### config.mk
export PLATFORM = sky130hd
export DESIGN_NAME = logic_op_pipe
export DESIGN_NICKNAME = d
export VERILOG_FILES = /design/src/rtl/logic_op_pkg.sv /design/src/rtl/logic_op_reduce.sv /design/src/rtl/logic_op_pipe.sv
export SDC_FILE = /design/constraint.sdc
export NUM_CORES = 1
export LEC_CHECK = 0
export BUFFER_PORTS_ARGS = -buffer_cell sky130_fd_sc_hd__buf_4
export CAP_MARGIN = 10
export CORE_ASPECT_RATIO = 1.5
export CORE_MARGIN = 4
export CORE_UTILIZATION = 50
export CTS_BUF_LIST = sky130_fd_sc_hd__clkbuf_4
export DETAILED_ROUTE_END_ITERATION = 6
export PLACE_DENSITY = 0.76
export SYNTH_ARGS = -nofsm -noshare
export SYNTH_HDL_FRONTEND = slang
export SYNTH_SLANG_ARGS = --single-unit
### constraint.sdc
create_clock -name clk -period 11.8 [get_ports clk]
set_clock_uncertainty 0.15 [all_clocks]
set_input_delay 0 -clock clk [delete_from_list [all_inputs] [get_ports clk]]
set_output_delay 0 -clock clk [all_outputs]
set_load 0.03 [all_outputs]
### src/rtl/logic_op_pkg.sv
// Shared op codes, FSM encoding and op classification helpers for the
// bitwise logic pipeline.
package logic_op_pkg;

  localparam logic [2:0] OP_AND  = 3'd0;
  localparam logic [2:0] OP_OR   = 3'd1;
  localparam logic [2:0] OP_XOR  = 3'd2;
  localparam logic [2:0] OP_NAND = 3'd3;
  localparam logic [2:0] OP_NOR  = 3'd4;
  localparam logic [2:0] OP_XNOR = 3'd5;

  typedef enum logic [0:0] {
    ST_IDLE  = 1'b0,
    ST_ACCUM = 1'b1
  } state_e;

  typedef enum logic [1:0] {
    BASE_AND  = 2'd0,
    BASE_OR   = 2'd1,
    BASE_XOR  = 2'd2,
    BASE_NONE = 2'd3
  } base_e;

  function automatic base_e base_of(input logic [2:0] op);
    base_e b;
    case (op)
      OP_AND, OP_NAND: b = BASE_AND;
      OP_OR,  OP_NOR:  b = BASE_OR;
      OP_XOR, OP_XNOR: b = BASE_XOR;
      default:         b = BASE_NONE;
    endcase
    return b;
  endfunction

  function automatic logic is_inv(input logic [2:0] op);
    return (op == OP_NAND) || (op == OP_NOR) || (op == OP_XNOR);
  endfunction

endpackage

### src/rtl/logic_op_reduce.sv
// Combinational fold of N_CH channels (plus an optional seed word) with one
// base operator; BASE_NONE yields all-zero.
module logic_op_reduce
  import logic_op_pkg::*;
#(
  parameter int WIDTH = 8,
  parameter int N_CH  = 4
) (
  input  logic [N_CH*WIDTH-1:0] i_data,
  input  base_e                 i_base,
  input  logic [WIDTH-1:0]      i_seed,
  input  logic                  i_seed_en,
  output logic [WIDTH-1:0]      o_data
);

  function automatic logic [WIDTH-1:0] combine(input base_e b,
                                               input logic [WIDTH-1:0] x,
                                               input logic [WIDTH-1:0] y);
    logic [WIDTH-1:0] r;
    case (b)
      BASE_AND: r = x & y;
      BASE_OR:  r = x | y;
      BASE_XOR: r = x ^ y;
      default:  r = '0;
    endcase
    return r;
  endfunction

  logic [WIDTH-1:0] w_fold;

  // Channel 0 seeds the chain, so N_CH=1 passes straight through.
  always_comb begin
    w_fold = i_data[WIDTH-1:0];
    for (int k = 1; k < N_CH; k++)
      w_fold = combine(i_base, w_fold, i_data[k*WIDTH +: WIDTH]);
    if (i_seed_en)
      w_fold = combine(i_base, w_fold, i_seed);
    if (i_base == BASE_NONE)
      w_fold = '0;
  end

  assign o_data = w_fold;

endmodule

### src/rtl/logic_op_pipe.sv
// Single-stage registered bitwise logic unit with valid/ready handshake and an
// optional multi-beat accumulate mode folding a frame into one result.
module logic_op_pipe
  import logic_op_pkg::*;
#(
  parameter int WIDTH = 8,
  parameter int N_CH  = 4,
  parameter int CNT_W = 8
) (
  input  logic                  clk,
  input  logic                  rst,
  input  logic [2:0]            op,
  input  logic                  acc_en,
  input  logic                  in_valid,
  output logic                  in_ready,
  input  logic [N_CH*WIDTH-1:0] in_data,
  input  logic                  in_last,
  output logic                  out_valid,
  input  logic                  out_ready,
  output logic [WIDTH-1:0]      out_data,
  output logic [CNT_W-1:0]      out_beats
);

  state_e           r_state, w_state_nxt;
  logic [WIDTH-1:0] r_acc;
  logic [CNT_W-1:0] r_cnt;
  logic [2:0]       r_op;
  logic             r_acc_en;
  logic             r_out_valid;
  logic [WIDTH-1:0] r_out_data;
  logic [CNT_W-1:0] r_out_beats;

  logic             w_accept;
  logic             w_in_accum;
  logic [2:0]       w_op;
  logic [WIDTH-1:0] w_red;
  logic [WIDTH-1:0] w_result;
  logic [CNT_W-1:0] w_cnt_sat;
  logic [CNT_W-1:0] w_beats;
  logic             w_emit;
  logic             w_load;
  logic             w_latch;

  assign in_ready   = !r_out_valid || out_ready;
  assign w_accept   = in_valid && in_ready;
  assign w_in_accum = (r_state == ST_ACCUM);

  // Mid-frame changes on op/acc_en are ignored: the frame uses its first-beat op.
  assign w_op = w_in_accum ? r_op : op;

  logic_op_reduce #(
    .WIDTH (WIDTH),
    .N_CH  (N_CH)
  ) u_reduce (
    .i_data    (in_data),
    .i_base    (base_of(w_op)),
    .i_seed    (r_acc),
    .i_seed_en (w_in_accum),
    .o_data    (w_red)
  );

  // Inversion happens once, on the final fold, never per beat.
  assign w_result  = is_inv(w_op) ? ~w_red : w_red;
  assign w_cnt_sat = (r_cnt == {CNT_W{1'b1}}) ? r_cnt : r_cnt + CNT_W'(1);
  assign w_beats   = w_in_accum ? w_cnt_sat : CNT_W'(1);

  always_ff @(posedge clk or posedge rst) begin
    if (rst) r_state <= ST_IDLE;
    else     r_state <= w_state_nxt;
  end

  always_comb begin
    w_state_nxt = r_state;
    case (r_state)
      ST_IDLE:  if (w_accept && acc_en && !in_last) w_state_nxt = ST_ACCUM;
      ST_ACCUM: if (w_accept && (in_last || !r_acc_en)) w_state_nxt = ST_IDLE;
      default:  w_state_nxt = ST_IDLE;
    endcase
  end

  always_comb begin
    w_emit  = 1'b0;
    w_load  = 1'b0;
    w_latch = 1'b0;
    case (r_state)
      ST_IDLE: if (w_accept) begin
        w_load  = acc_en && !in_last;
        w_emit  = !(acc_en && !in_last);
        w_latch = acc_en && !in_last;
      end
      ST_ACCUM: if (w_accept) begin
        w_emit = in_last || !r_acc_en;
        w_load = !(in_last || !r_acc_en);
      end
      default: ;
    endcase
  end

  always_ff @(posedge clk or posedge rst) begin
    if (rst) begin
      r_acc    <= '0;
      r_cnt    <= '0;
      r_op     <= OP_AND;
      r_acc_en <= 1'b0;
    end else begin
      if (w_load) begin
        r_acc <= w_red;
        r_cnt <= w_beats;
      end
      if (w_latch) begin
        r_op     <= op;
        r_acc_en <= acc_en;
      end
    end
  end

  // Overwrite on a new result even while the old one is being taken: no bubble.
  always_ff @(posedge clk or posedge rst) begin
    if (rst) begin
      r_out_valid <= 1'b0;
      r_out_data  <= '0;
      r_out_beats <= '0;
    end else if (w_emit) begin
      r_out_valid <= 1'b1;
      r_out_data  <= w_result;
      r_out_beats <= w_beats;
    end else if (out_ready) begin
      r_out_valid <= 1'b0;
    end
  end

  assign out_valid = r_out_valid;
  assign out_data  = r_out_data;
  assign out_beats = r_out_beats;

endmodule

Word-level counts from Yosys, hierarchy flattened --
Cells that the tools add are included.
Word-level totals: bits in registers 38, logic and storage cells 75
Cells by class: add/sub/neg operators 1, equality and inequality tests 9, muxes and demuxes 23, bitwise logic cells 14, reductions and logical operators 20
Operator list (number):
- 8-bit case mux with 3 select lines | 4
- 8-bit 2-to-1 mux | 5
- 8-bit AND | 4
- 8-bit bitwise OR | 4
- 8-bit bitwise XOR | 4
- 1-bit 2-to-1 mux | 9
- 8-bit by 1-bit adder with 8-bit output (second input constant) | 1
- 8-bit equality test (second input constant) | 1
- 8-bit NOT | 1
- 3-bit by 2-bit equality test with 1-bit output (second input constant) | 2
- 3-bit equality test (second input constant) | 2
- 1-bit case mux with 2 select lines | 3
- 2-bit case mux with 3 select lines | 1
- 2-bit OR reduction | 3
- 1-bit logical AND | 5
- 1-bit logical NOT | 5
- 2-bit equality test (second input constant) | 2
- 1-bit logical OR | 4
- 3-bit by 1-bit equality test with 1-bit output (second input constant) | 1
- 3-bit logical NOT | 1
- 3-bit 2-to-1 mux | 1
- 2-bit by 1-bit equality test with 1-bit output (second input constant) | 1
- 2-bit logical NOT | 1
- 2-bit nonzero test | 1
- 1-bit NOT | 1

Longest topological paths before layout --
depth in word-level cells 16, gate-level depth with buffers 26, gate-level depth less buffers 23

By module --
From an unflattened synthesis, not the netlist that was laid out.
Second synthesis, totals: cells, all modules 462, area, all modules 3798.6 um^2
By module, submodules not included:
- logic_op_pipe | times used 1, cells each 214, area an instance 1969.4 um^2, seq. area each 950.9 um^2
- logic_op_reduce | times used 1, cells each 248, area an instance 1829.3 um^2, seq. area each 0.0 um^2

Worst setup path before layout --
No wires, ideal clock.
kind register to register, start register r_state, end register r_out_data[5] (netlist: out_data[5]), library setup time 137 ps, arrival time 4294 ps, required time 11513 ps, setup slack 7219 ps, cell stages (with the launch flop) 23, buffers on the path 3, cell sequence dfrtp_1 buf_6 mux2_4 clkbuf_1 nand2_1 clkbuf_1 nor2_1 a221oi_1 o22a_1 ha_1 a221oi_1 o22a_1 ha_1 a221oi_1 nor2_1 a21oi_1 ha_1 nand2b_1 a32o_1 o21ai_0 o311ai_1 nand2_1 o211ai_1
Between the ends: cells in the longest elaborated chain, start to end 16, elaborated cells on any way between the ends 36
Ends and longest elaborated chain:
- start: declaration | line logic_op_pipe.sv:24 | state_e r_state, w_state_nxt;
- start signal: assignment | line logic_op_pipe.sv:69 | else r_state <= w_state_nxt;
- 3-bit 2-to-1 mux | line logic_op_pipe.sv:49 | assign w_op = w_in_accum ? r_op : op;
- 3-bit equality test (tied with other cells) | line logic_op_pkg.sv:26, logic_op_pkg.sv:36
- 2-bit OR reduction | line logic_op_pkg.sv:26 | case (op)
- 2-bit case mux with 3 select lines | line logic_op_pkg.sv:26
- 2-bit equality test (tied with other cells) | line logic_op_reduce.sv:20 | case (b)
- 8-bit case mux with 3 select lines | line logic_op_reduce.sv:20
- 8-bit bitwise XOR (tied with other cells) | line logic_op_reduce.sv:23 | BASE_XOR: r = x ^ y;
- 8-bit case mux with 3 select lines | line logic_op_reduce.sv:20
- 8-bit bitwise XOR (tied with other cells) | line logic_op_reduce.sv:23
- 8-bit case mux with 3 select lines | line logic_op_reduce.sv:20
- 8-bit bitwise XOR (tied with other cells) | line logic_op_reduce.sv:23
- 8-bit case mux with 3 select lines | line logic_op_reduce.sv:20
- 8-bit 2-to-1 mux | line logic_op_reduce.sv:36 | if (i_seed_en)
- 8-bit 2-to-1 mux | line logic_op_reduce.sv:38 | if (i_base == BASE_NONE)
- 8-bit NOT | line logic_op_pipe.sv:63 | assign w_result = is_inv(w_op) ? ~w_red : w_red;
- 8-bit 2-to-1 mux | line logic_op_pipe.sv:63
- end signal: assignment | line logic_op_pipe.sv:125 | r_out_data <= w_result;
- end: declaration | line logic_op_pipe.sv:30 | logic [WIDTH-1:0] r_out_data;
Several ways; a longest one is shown, not always the timed one. A chain may end at the register's enable or synchronous reset.

Worst setup path in the final report --
start register r_state, end register r_out_data[6] (netlist: out_data[6])
The elaborated chain is that of the path after synthesis.

==> metrics.md <==
| Metric | Value |
|---|---|
| Outcome | `completed` |
| Final setup fails | `0` |
| Largest net degree at the start of global routing | `39` |
| PwrDens | `179 mW/mm^2` |
| Setup Slack @ Placement | `6.34 ns` |
| Port Buf Inserts | `58` |
| Hold WC Path Type | `in -> reg` |
| CTS root buf | `clkbuf_4` |
| Routed vias | `4075` |
| Synthesized flop and latch total | `38` |
| Mapped cell area | `0.00424 mm^2` |
| Area growth syn-to-layout | `15.2%` |
| Worst-Skew Late Latency | `0.35 ns` |
| Worst Path Class, Setup | `reg -> reg` |
| Worst-path clk slew | `0.11 ns` |
| Die H | `121 um` |
| Met2 wire length | `5600 um` |
| Via density | `5.83` |
| DRC | `0` |
| Slew Viols, Final | `0` |
| Ports | `59` |
| Final Hold Vio Count | `0` |
| First-pass GRT wire length | `17900 um` |
| Starting density of the core | `51.9%` |
| Die footprint | `0.0100 mm^2` |
| Slowest cell on crit path | `nor2_1` |
| Total GRT Usage | `20.7%` |
| Cells after Synth | `540` |
| Chip width | `83.2 um` |
| Hold slack | `0.0322 ns` |
| GPL Wtd Cong | `0.913` |
| Crit path required time | `11.87 ns` |
| Num rows | `40` |
| Synth Net Count | `639` |
| CP Cell Sequence | `buf_4 -> mux2_4 -> nor2_1 -> a221oi_1 -> o22a_1 -> ha_1 -> a221oi_1 -> o22a_1 -> ha_1 -> nor3_1 -> a2111oi_0 -> a22oi_1 -> o21a_1 -> ha_1 -> nor3_1 -> a21oi_1 -> a32oi_1 -> o221ai_1` |
| Area contributors post-synth | `dfrtp_1, ha_1, inv_1` |
| Share of cells above drive strength 1 | `15.0%` |
| Hold Path Stages | `4` |
| Starting DRT DRC Count | `189` |
| Crit path DAT | `5.68 ns` |
| Post-synthesis sequential area ratio | `22.4%` |
| Fmax | `178 MHz` |
| # H-tree levels | `2` |
| WL met3 | `401 um` |
| Fillers | `748` |
| Setup crit start kind | `flop` |
| FFs w/ async S/R, synth | `100%` |
| Initial antenna violation count | `0` |
| Cell taking the most area after synthesis | `dfrtp_1` |
| Path depth of the worst reg2reg path | `18` |
| Crit-path max FO | `36` |
| Clock Sinks | `38` |
| Final nets | `692` |
| DR top layer | `met4` |
| Routed WL per cell | `14.9 um` |
| Core area | `0.00816 mm^2` |
| Vias in the first global route | `4039` |
| Non-Filler Instances | `699` |
| Ys flop type | `dfrtp_1` |
| EDFF count, synth | `0` |
| Slew @ Worst Pin | `1.03 ns` |
| Initial DRT Pass Iterations | `5` |
| Rel. slew slack | `31.1%` |
| Post-CTS Repair Setup Buffers | `0` |
| CP endpoint kind | `flop` |
| CTS tree | `done` |
| Syn_area_per_cell | `7.85 um^2` |
| Clock tree buffer depth | `2` |
| Highest ir drop seen on vdd | `0.000112 V` |
| Leakage Power | `0.00235 uW` |
| Total power | `876 uW` |
| Fin Setup TNS | `0 ns` |
| Grt ovf | `0` |
| Fin crit period | `5.61 ns` |
| DP HPWL | `7940 um` |
| YS warnings | `0` |
| Yosys top cell area share | `22.4%` |
| RSZ-0062 raised after global routing | `no` |
| Final WS setup | `6.19 ns` |
| N_diodes | `0` |
| Max-Cap Viols | `0` |
| Distinct cell type count after synthesis | `58` |
| Most used cell, CP | `ha_1` |
| CTS Buf Count | `5` |
| Largest stage delay on the critical path | `0.71 ns` |
| Post-Route M1 WL | `4270 um` |
| Tcrit/Tclk final | `47.5%` |
| Post-DRT Antenna Nets | `0` |
| Placed Cells | `679` |
| Final WL | `10400 um` |
## flip-flops by register name, indices dropped and copies added, names as in the netlist
name	count
out_beats	8
out_data	8
r_acc	8
r_cnt	8
r_op	3
out_valid	1
r_acc_en	1
r_state	1
## final timing paths
kind / from / endpoint / slack [ns]
setup / recovery: r_state / out_data[6] / 6.19
hold / removal: acc_en / r_acc_en / 0.03
setup reg to reg: r_state / out_data[6] / 6.19
hold reg to reg: out_beats[5] / out_beats[5] / 0.35
max in group asynchronous: rst / out_data[4] / 11.00
min in group asynchronous: rst / r_acc_en / 0.16
## layout by cell type (no fill, tap or decap), types with 4 or more instances in the layout
master and instances:
nand2b_1 11, nor2b_1 4, a221oi_1 11, nand2_1 57, mux2i_1 10, nor4_1 5, a22oi_1 6, dfrtp_1 38
xnor2_1 5, nor2_1 51, inv_1 65, a21oi_1 31, o22a_1 11, dlygate4sd3_1 12, nor3_1 6, o31ai_1 7
or2_2 4, clkbuf_4 6, o211ai_1 9, a32o_1 5, a211oi_1 5, buf_4 62, o21a_1 6, nand3_1 9
mux2_2 6, o21ai_0 37, ha_1 58, nor3b_1 4
## power breakdown
part	switching [uW]	total, uW	internal, uW
clock	41.5	66.2	24.7
combinational	347	597	251
sequential	44.2	212	168
## through the flow
step | util, % | area [um^2]
finish | 59.8 | 4880
global route | 59.8 | 4880
CTS | 59.8 | 4880
detailed placement | 57.7 | 4710
global placement | 57.7 | 4710
floorplan | - | 4240
## what timing repair did
item	4_1_cts	5_1_grt
hold endpoints to repair	46	0
resized for setup	0	0
hold buffers	12	0
## synth_stat cells (3+ instances only)
master     instances
a211o_1            3
a211oi_1           5
a21oi_1           31
a221oi_1          11
a22oi_1            6
a31oi_1            3
a32o_1             5
buf_2              4
clkbuf_1          21
dfrtp_1           38
ha_1              58
inv_1             65
mux2_2             6
mux2i_1           10
mux2i_4            3
nand2_1           57
nand2b_1          11
nand3_1            9
nor2_1            51
nor2b_1            4
nor3_1             6
nor3b_1            4
nor4_1             5
o2111ai_1          3
o211ai_1           9
o21a_1             6
o21ai_0           37
o22a_1            11
o311ai_1           3
o31ai_1            7
or2_2              4
xnor2_1            5
xor2_1             3
## metal layers
layer | vias to the layer above | track usage (%)
met4 | 0 | 7.06
met1 | 1928 | 23.5
met5 | - | 0
met2 | 109 | 39.9
met3 | 18 | 2.11
li1 | 2020 | -
## worst max-delay path, delay by kind of cell (launching register included)
kind / cells / cell delay, ns
compound gates: 10 / 2.25
fa+ha+maj: 3 / 0.81
buf+inv: 1 / 0.38
flops: 1 / 0.34
mux: 1 / 0.50
simple gates: 3 / 1.04
## kinds of logic (layout without fill, tap and decap cells)
family	count (synthesis)	in the layout	share of synthesized area [%]
xor gates and xnor gates	9	9	2.04
and+or+nand+nor	163	163	17.6
DFF	38	38	22.4
muxes	21	21	6.26
buffers and inverters	93	147	8.71
adders and majority gates	58	58	17.1
AOI/OAI and AO/OA	158	158	25.8
## area by class of cell
cell class	instances	area [um^2]	share of cell area [%]
repair buffers	74	586	12.0
clock inverters	2	8.76	0.179
well taps	105	131	2.69
inverters	65	244	5.00
clock buffers	6	45.0	0.923
multi-input cells	409	2920	59.7
flip-flops and latches	38	951	19.5
(Power assumes the default switching activity.)
